File: src/rtl/fetch_stage.sv
// Instruction-fetch stage: PC register, PC+4, branch/jump redirect, IF/ID register,
// and a one-entry skid buffer that keeps a word returned during a decode stall.
module fetch_stage #(
  parameter logic [31:0] RESET_PC = 32'h0000_0000,
  parameter logic [31:0] NOP      = 32'h0000_0000
) (
  input  logic        clk,
  input  logic        rst,
  input  logic        stall,
  input  logic        redirect,
  input  logic [31:0] redirect_pc,
  input  logic        jump,
  output logic        imem_req,
  output logic [31:0] imem_addr,
  input  logic        imem_ready,
  input  logic [31:0] imem_rdata,
  output logic [31:0] out_pc_added,
  output logic [31:0] out_instruction,
  output logic        out_valid
);

  typedef enum logic {
    RUN  = 1'b0,
    HELD = 1'b1
  } state_t;

  state_t      state;
  logic [31:0] pc_p0;
  logic [31:0] skid_p0;
  logic [31:0] ifid_pc_added_p1;
  logic [31:0] ifid_instr_p1;
  logic        vld_p1;

  logic        jump_take;
  logic        avail;
  logic [31:0] word;
  logic [31:0] jump_target;

  function automatic logic [31:0] pc_inc(input logic [31:0] pc);
    return pc + 32'd4;
  endfunction

  // Pseudo-direct jump: top nibble of the delay-slot PC, 26-bit word index.
  function automatic logic [31:0] jump_dest(input logic [3:0] pc_hi, input logic [25:0] index);
    return {pc_hi, index, 2'b00};
  endfunction

  always_comb begin
    jump_take   = jump & vld_p1 & ~stall;
    jump_target = jump_dest(ifid_pc_added_p1[31:28], ifid_instr_p1[25:0]);
    avail       = (state == HELD) | imem_ready;
    word        = (state == HELD) ? skid_p0 : imem_rdata;
  end

  // A HELD word already belongs to the current PC, so no new request is issued.
  assign imem_req        = ~rst & (state == RUN);
  assign imem_addr       = pc_p0;
  assign out_pc_added    = ifid_pc_added_p1;
  assign out_instruction = ifid_instr_p1;
  assign out_valid       = vld_p1;

  // ---- PC / skid (p0) -> IF/ID (p1) ----
  always_ff @(posedge clk or posedge rst) begin
    if (rst) begin
      state            <= RUN;
      pc_p0            <= RESET_PC;
      skid_p0          <= 32'h0;
      ifid_pc_added_p1 <= 32'h0;
      ifid_instr_p1    <= NOP;
      vld_p1           <= 1'b0;
    end else if (redirect) begin
      state            <= RUN;
      pc_p0            <= redirect_pc;
      skid_p0          <= 32'h0;
      ifid_pc_added_p1 <= 32'h0;
      ifid_instr_p1    <= NOP;
      vld_p1           <= 1'b0;
    end else if (stall) begin
      if (state == RUN && imem_ready) begin
        skid_p0 <= imem_rdata;
        state   <= HELD;
      end
    end else if (jump_take) begin
      state            <= RUN;
      pc_p0            <= jump_target;
      skid_p0          <= 32'h0;
      ifid_pc_added_p1 <= 32'h0;
      ifid_instr_p1    <= NOP;
      vld_p1           <= 1'b0;
    end else if (avail) begin
      state            <= RUN;
      pc_p0            <= pc_inc(pc_p0);
      ifid_pc_added_p1 <= pc_inc(pc_p0);
      ifid_instr_p1    <= word;
      vld_p1           <= 1'b1;
    end else begin
      ifid_pc_added_p1 <= 32'h0;
      ifid_instr_p1    <= NOP;
      vld_p1           <= 1'b0;
    end
  end

endmodule

File: config.mk
export PLATFORM = sky130hd
export DESIGN_NAME = fetch_stage
export DESIGN_NICKNAME = d
export VERILOG_FILES = /design/src/rtl/fetch_stage.sv
export SDC_FILE = /design/constraint.sdc
export NUM_CORES = 1
export LEC_CHECK = 0
export ABC_AREA = 1
export BUFFER_PORTS_ARGS = -buffer_cell sky130_fd_sc_hd__buf_2
export CORE_MARGIN = 5
export CORE_UTILIZATION = 60
export CTS_BUF_LIST = sky130_fd_sc_hd__clkbuf_4 sky130_fd_sc_hd__clkbuf_8
export DETAILED_ROUTE_END_ITERATION = 12
export PLACE_DENSITY_LB_ADDON = 0.1
export SLEW_MARGIN = 20
export SYNTH_ARGS = -nofsm -noshare
export SYNTH_HDL_FRONTEND = slang
export SYNTH_SLANG_ARGS = --single-unit
File: constraint.sdc
create_clock -name clk -period 7 [get_ports clk]
set_input_delay 0.35 -clock clk [delete_from_list [all_inputs] [get_ports clk]]
set_output_delay 0.35 -clock clk [all_outputs]
set_load 0.05 [all_outputs]
**After elaboration in Yosys (flattened, before gate mapping)**

Index checks and enable logic that the tools add are counted.
Widths: inputs -> output; s select.

- Register bits: 130
- Bits in latches: 0
- Memory bits (writable): 0
- Memory bits (read-only): 0
- Input bits: 70
- Output and inout bits: 98
- Word-level logic and storage cells: 49
- Memories kept: 0

- Add/subtract/negate cells: 1
- Multiply operators: 0
- Div/mod/pow operators: 0
- $lt $le $gt $ge: 0
- Equality and inequality tests: 2
- Shifts and indexed selects: 0
- Multiplexer cells: 26
- Bitwise logic cells: 7
- Reductions and logical operators: 7

Operators with widths:

| kind | count |
|---|---|
| $mux 32 | 17 |
| $add 32x3->32 const B | 1 |
| $mux 1 | 9 |
| $reduce_and 2->1 | 3 |
| $reduce_bool 3->1 | 2 |
| $reduce_bool 4->1 | 1 |
| $and 1x1->1 | 3 |
| $ne 3x1->1 const B | 1 |
| $not 1->1 | 3 |
| $ne 2x1->1 const B | 1 |
| $logic_and 1x1->1 | 1 |
| $or 1x1->1 | 1 |

**Depth between registers and ports, before layout**

- Depth after elaboration: 5
- Gate-level depth with buffers: 12
- Mapped depth without buffers: 12

**Worst setup path after synthesis**

Ideal clock, no wire load.

- Kind: register -> register
- Start point: reg pc_p0[2], in the netlist imem_addr[2]
- End point: reg pc_p0[20], in the netlist imem_addr[20]
- Arrival: 1.745 ns
- Required time: 6.873 ns
- Setup slack: 5.128 ns
- Cell stages (with the launch flop): 11
- Buffers on the path: 0
- Cell sequence: dfrtp_1 ha_1 nand2_1 nor2_1 nand2_2 nor2_4 nand3_1 nand3_1 nand2_1 nand2_1 o21ai_0

- Longest elaborated chain between the ends: 5

Ends and longest elaborated chain:

| item | line | text |
|---|---|---|
| start, declared | 28 | `logic [31:0] pc_p0;` |
| start signal, assigned | 73 | `pc_p0 <= redirect_pc;` |
| start signal, assigned | 85 | `pc_p0 <= jump_target;` |
| start signal, assigned | 92 | `pc_p0 <= pc_inc(pc_p0);` |
| $add 32x3->32 | 40 | `return pc + 32'd4;` |
| $mux 32 | 90 | `end else if (avail) begin` |
| $mux 32 | 83 | `end else if (jump_take) begin` |
| $mux 32 | 78 | `end else if (stall) begin` |
| $mux 32 | 71 | `end else if (redirect) begin` |

No other way between the ends. The select of a mux whose other input is x is not followed.
A chain may end at the register's enable or synchronous reset.

**Worst setup path after layout**

- Start point: reg vld_p1, in the netlist out_valid
- End point: reg ifid_instr_p1[26], in the netlist out_instruction[26]

- Longest elaborated chain between the ends: 5

Ends and longest elaborated chain:

| item | line | text |
|---|---|---|
| start, declared | 32 | `logic vld_p1;` |
| start signal, assigned | 70 | `vld_p1 <= 1'b0;` |
| start signal, assigned | 77 | `vld_p1 <= 1'b0;` |
| start signal, assigned | 89 | `vld_p1 <= 1'b0;` |
| $and 1x1->1 (2 in a row) | 49 | `jump_take = jump & vld_p1 & ~stall;` |
| $mux 32 | 83 |  |
| $mux 32 | 78 |  |
| $mux 32 | 71 |  |
| end signal, assigned | 94 | `ifid_instr_p1 <= word;` |
| end, declared | 31 | `logic [31:0] ifid_instr_p1;` |

No other way between the ends. The select of a mux whose other input is x is not followed.

==> out/qor.txt <==
status - finished, final reports clean
slowest CP cell - nand2_1
Initial Util - 61.4%
DR iter-0 viols - 502
Critical Path End Type - flip-flop
Root Buffer - clkbuf_8
Seq/Total Area, Yosys - 48.7%
Via density - 5.53
count of state elements after synthesis - 130
CTS tree - built
PortBufs - 167
ys flop type - dfrtp_1
Tot Pwr - 2.10 mW
Pleak - 4.28 nW
initial antenna violation count - 0
max frequency - 0.383 GHz
Synth Instances - 867
Cell Count Post-Placement - 1132
# H-tree levels - 4
clk sinks - 130
CTS Hold Bufs - 0
Routed wire per std cell - 16.1 um
final worst setup slack - 4.39 ns
Period Utilization, post-route - 37.3%
Place WS - 4.29 ns
Post-CTS Resized - 0
layout cell share with drive strength beyond 1 - 22.0%
CP max stage delay - 0.84 ns
FILL cells - 903
Final GP Congestion - 0.888
final setup vio count - 0
Hold Crit Class - input pin to async pin
GRT Residual Overflow - 0
Post-DP HPWL - 13100 um
total CTS buffers - 17
largest net degree at the start of global routing - 72
Clock transition at path regs - 0.09 ns
Setup CP Type - flip-flop to flip-flop
ranking of synthesized cells by area - dfrtp_1 49%, nand2_1 14%, nand3_1 7.4%
postcts setup bufs - 0
Cell Chain, Critical Path - nand2_1, nor2_4, nor2_4, nand2_1, o21ai_0
die area - 13300 um2
Worst Clk Skew - 0.0205 ns
number of synthesized flops with an enable pin - 0
synthesis-to-layout area growth - 19.3%
number of cell rows - 38
startpoint types - flip-flop
Top delay family on crit path - simple AND/OR/NAND/NOR gates
die height - 116 um
worst-margin pin slew - 1.09 ns
Synth area leader - dfrtp_1
worst-skew pair later-pin latency - 0.44 ns
first-pass GRT wire length - 30300 um
final critical-path required period - 2.61 ns
Mapped Nets - 938
syn_area_per_cell - 7.71 um2
gr usage total - 28.7%
Distinct cells, synth - 27
Syn Std Cell Area - 6680 um2
ys async rst share - 100%
Data arrival, critical path - 2.94 ns
diodes inserted - 0
most frequent cells in the layout - 247 x nand2_1, 167 x buf_2, 130 x dfrtp_1, 99 x nand3_1, 81 x nor2_1
CP Max Fanout - 35
Max Cap Viol - 0
core footprint - 10900 um2
vias after detailed routing - 6437
DRT Pass-1 Iters - 5
setup TNS - 0 ns
commonest non-fill, non-tap cell in the layout - nand2_1
Req. time, crit path - 7.33 ns
residual DRC count - 0
CTS Buffer Depth - 2
CP Buf/Inv Count - 0
RSZ-0062 raised after global routing - false
antenna viol nets, final - 0
max-slew violation count - 0
Die W - 116 um
Hold Vio Cnt, Final - 0
Max VDD drop - 0.000168 V
top-area cell type share of the netlist area - 48.7%
layout net count - 1082
Final Routed Wirelength - 18800 um
number of global-route vias before repair - 6100
fin cells - 1164
max_slew headroom - 26.9%
Ports - 168
PD cells - 263 nW/um2
Ys Warns - 0
==> worst paths after layout <==
check	endpoint	slack (ns)	cells past startpoint	start
worst max-delay path	out_instruction[26]	4.39	5	out_valid
worst min-delay path	out_instruction[31]	0.05	2	rst
worst max register to register	out_instruction[26]	4.39	5	out_valid
worst min register to register	out_pc_added[21]	0.48	2	out_pc_added[21]
max in group asynchronous	out_pc_added[23]	5.63	3	rst
min in group clk	imem_addr[1]	0.12	3	redirect_pc[1]
==> per-stage QoR <==
| stage | instance area [um2] | utilization, % | hold slack (ns) |
|---|---|---|---|
| after floorplan | 6680 | - | 0.469 |
| after global placement | 7540 | 69.2 | 0.458 |
| final | 7970 | 73.2 | 0.0476 |
| after global routing | 7970 | 73.2 | 0.125 |
| after detailed placement | 7540 | 69.2 | 0.463 |
| after CTS | 7970 | 73.2 | 0.0913 |
==> registers in the layout, summed over array words and instances, names as in the netlist <==
name             flops
state                1
out_instruction     32
out_pc_added        32
out_valid            1
imem_addr           32
skid_p0             32
==> Yosys cell counts, types with 2 or more instances <==
| cell type | count |
|---|---|
| a21oi_1 | 14 |
| a22o_1 | 10 |
| a22oi_1 | 35 |
| and2_1 | 2 |
| buf_1 | 8 |
| buf_2 | 13 |
| buf_4 | 2 |
| clkbuf_1 | 24 |
| dfrtp_1 | 130 |
| inv_1 | 80 |
| inv_2 | 5 |
| nand2_1 | 247 |
| nand2_2 | 2 |
| nand3_1 | 99 |
| nor2_1 | 82 |
| nor2_2 | 4 |
| nor2_4 | 7 |
| o211ai_1 | 5 |
| o21ai_0 | 45 |
| o21ai_1 | 8 |
| o22ai_1 | 27 |
| xnor2_1 | 3 |
| xor2_1 | 11 |
==> worst reg2reg max path, cell delays in order (launching register included) <==
cell and delay [ns]:
dfrtp_1 0.39, nand2_1 0.11, nor2_4 0.11, nor2_4 0.63, nand2_1 0.86, o21ai_0 0.42
==> routing by layer <==
layer,vias up,track usage (%),part of all wire [%],wire (um)
li1,3119,-,-,-
met1,2996,40.1,42,7940
met2,284,44.3,47,8900
met3,38,5.69,7.9,1490
met4,0,12.1,2.5,462
met5,-,0,0,0
==> layout make-up <==
cell class / count / area, um2 / share of cell area [%]
inverter: 85 / 322 / 4.04
sequential: 130 / 3250 / 40.8
clock inverter: 13 / 174 / 2.18
clock buffer: 19 / 255 / 3.20
timing repair buffer: 172 / 873 / 11.0
multi-input combinational: 605 / 2920 / 36.6
tap: 140 / 175 / 2.20
==> logic make-up after synthesis <==
kind of cell,after synthesis,synth area share [%]
and+or+nand+nor,446,28.2
AOI/OAI and AO/OA,144,13.4
buffers and inverters,132,7.77
DFF,130,48.7
xor gates and xnor gates,14,1.84
adders and majority gates,1,0.187
==> where the power goes <==
group / leakage (nW) / switching [mW] / internal [mW]
clock: 0.213 / 0.322 / 0.373
combinational: 2.35 / 0.395 / 0.129
sequential: 1.72 / 0.0672 / 0.810
Power figures use the tool's default switching activity.
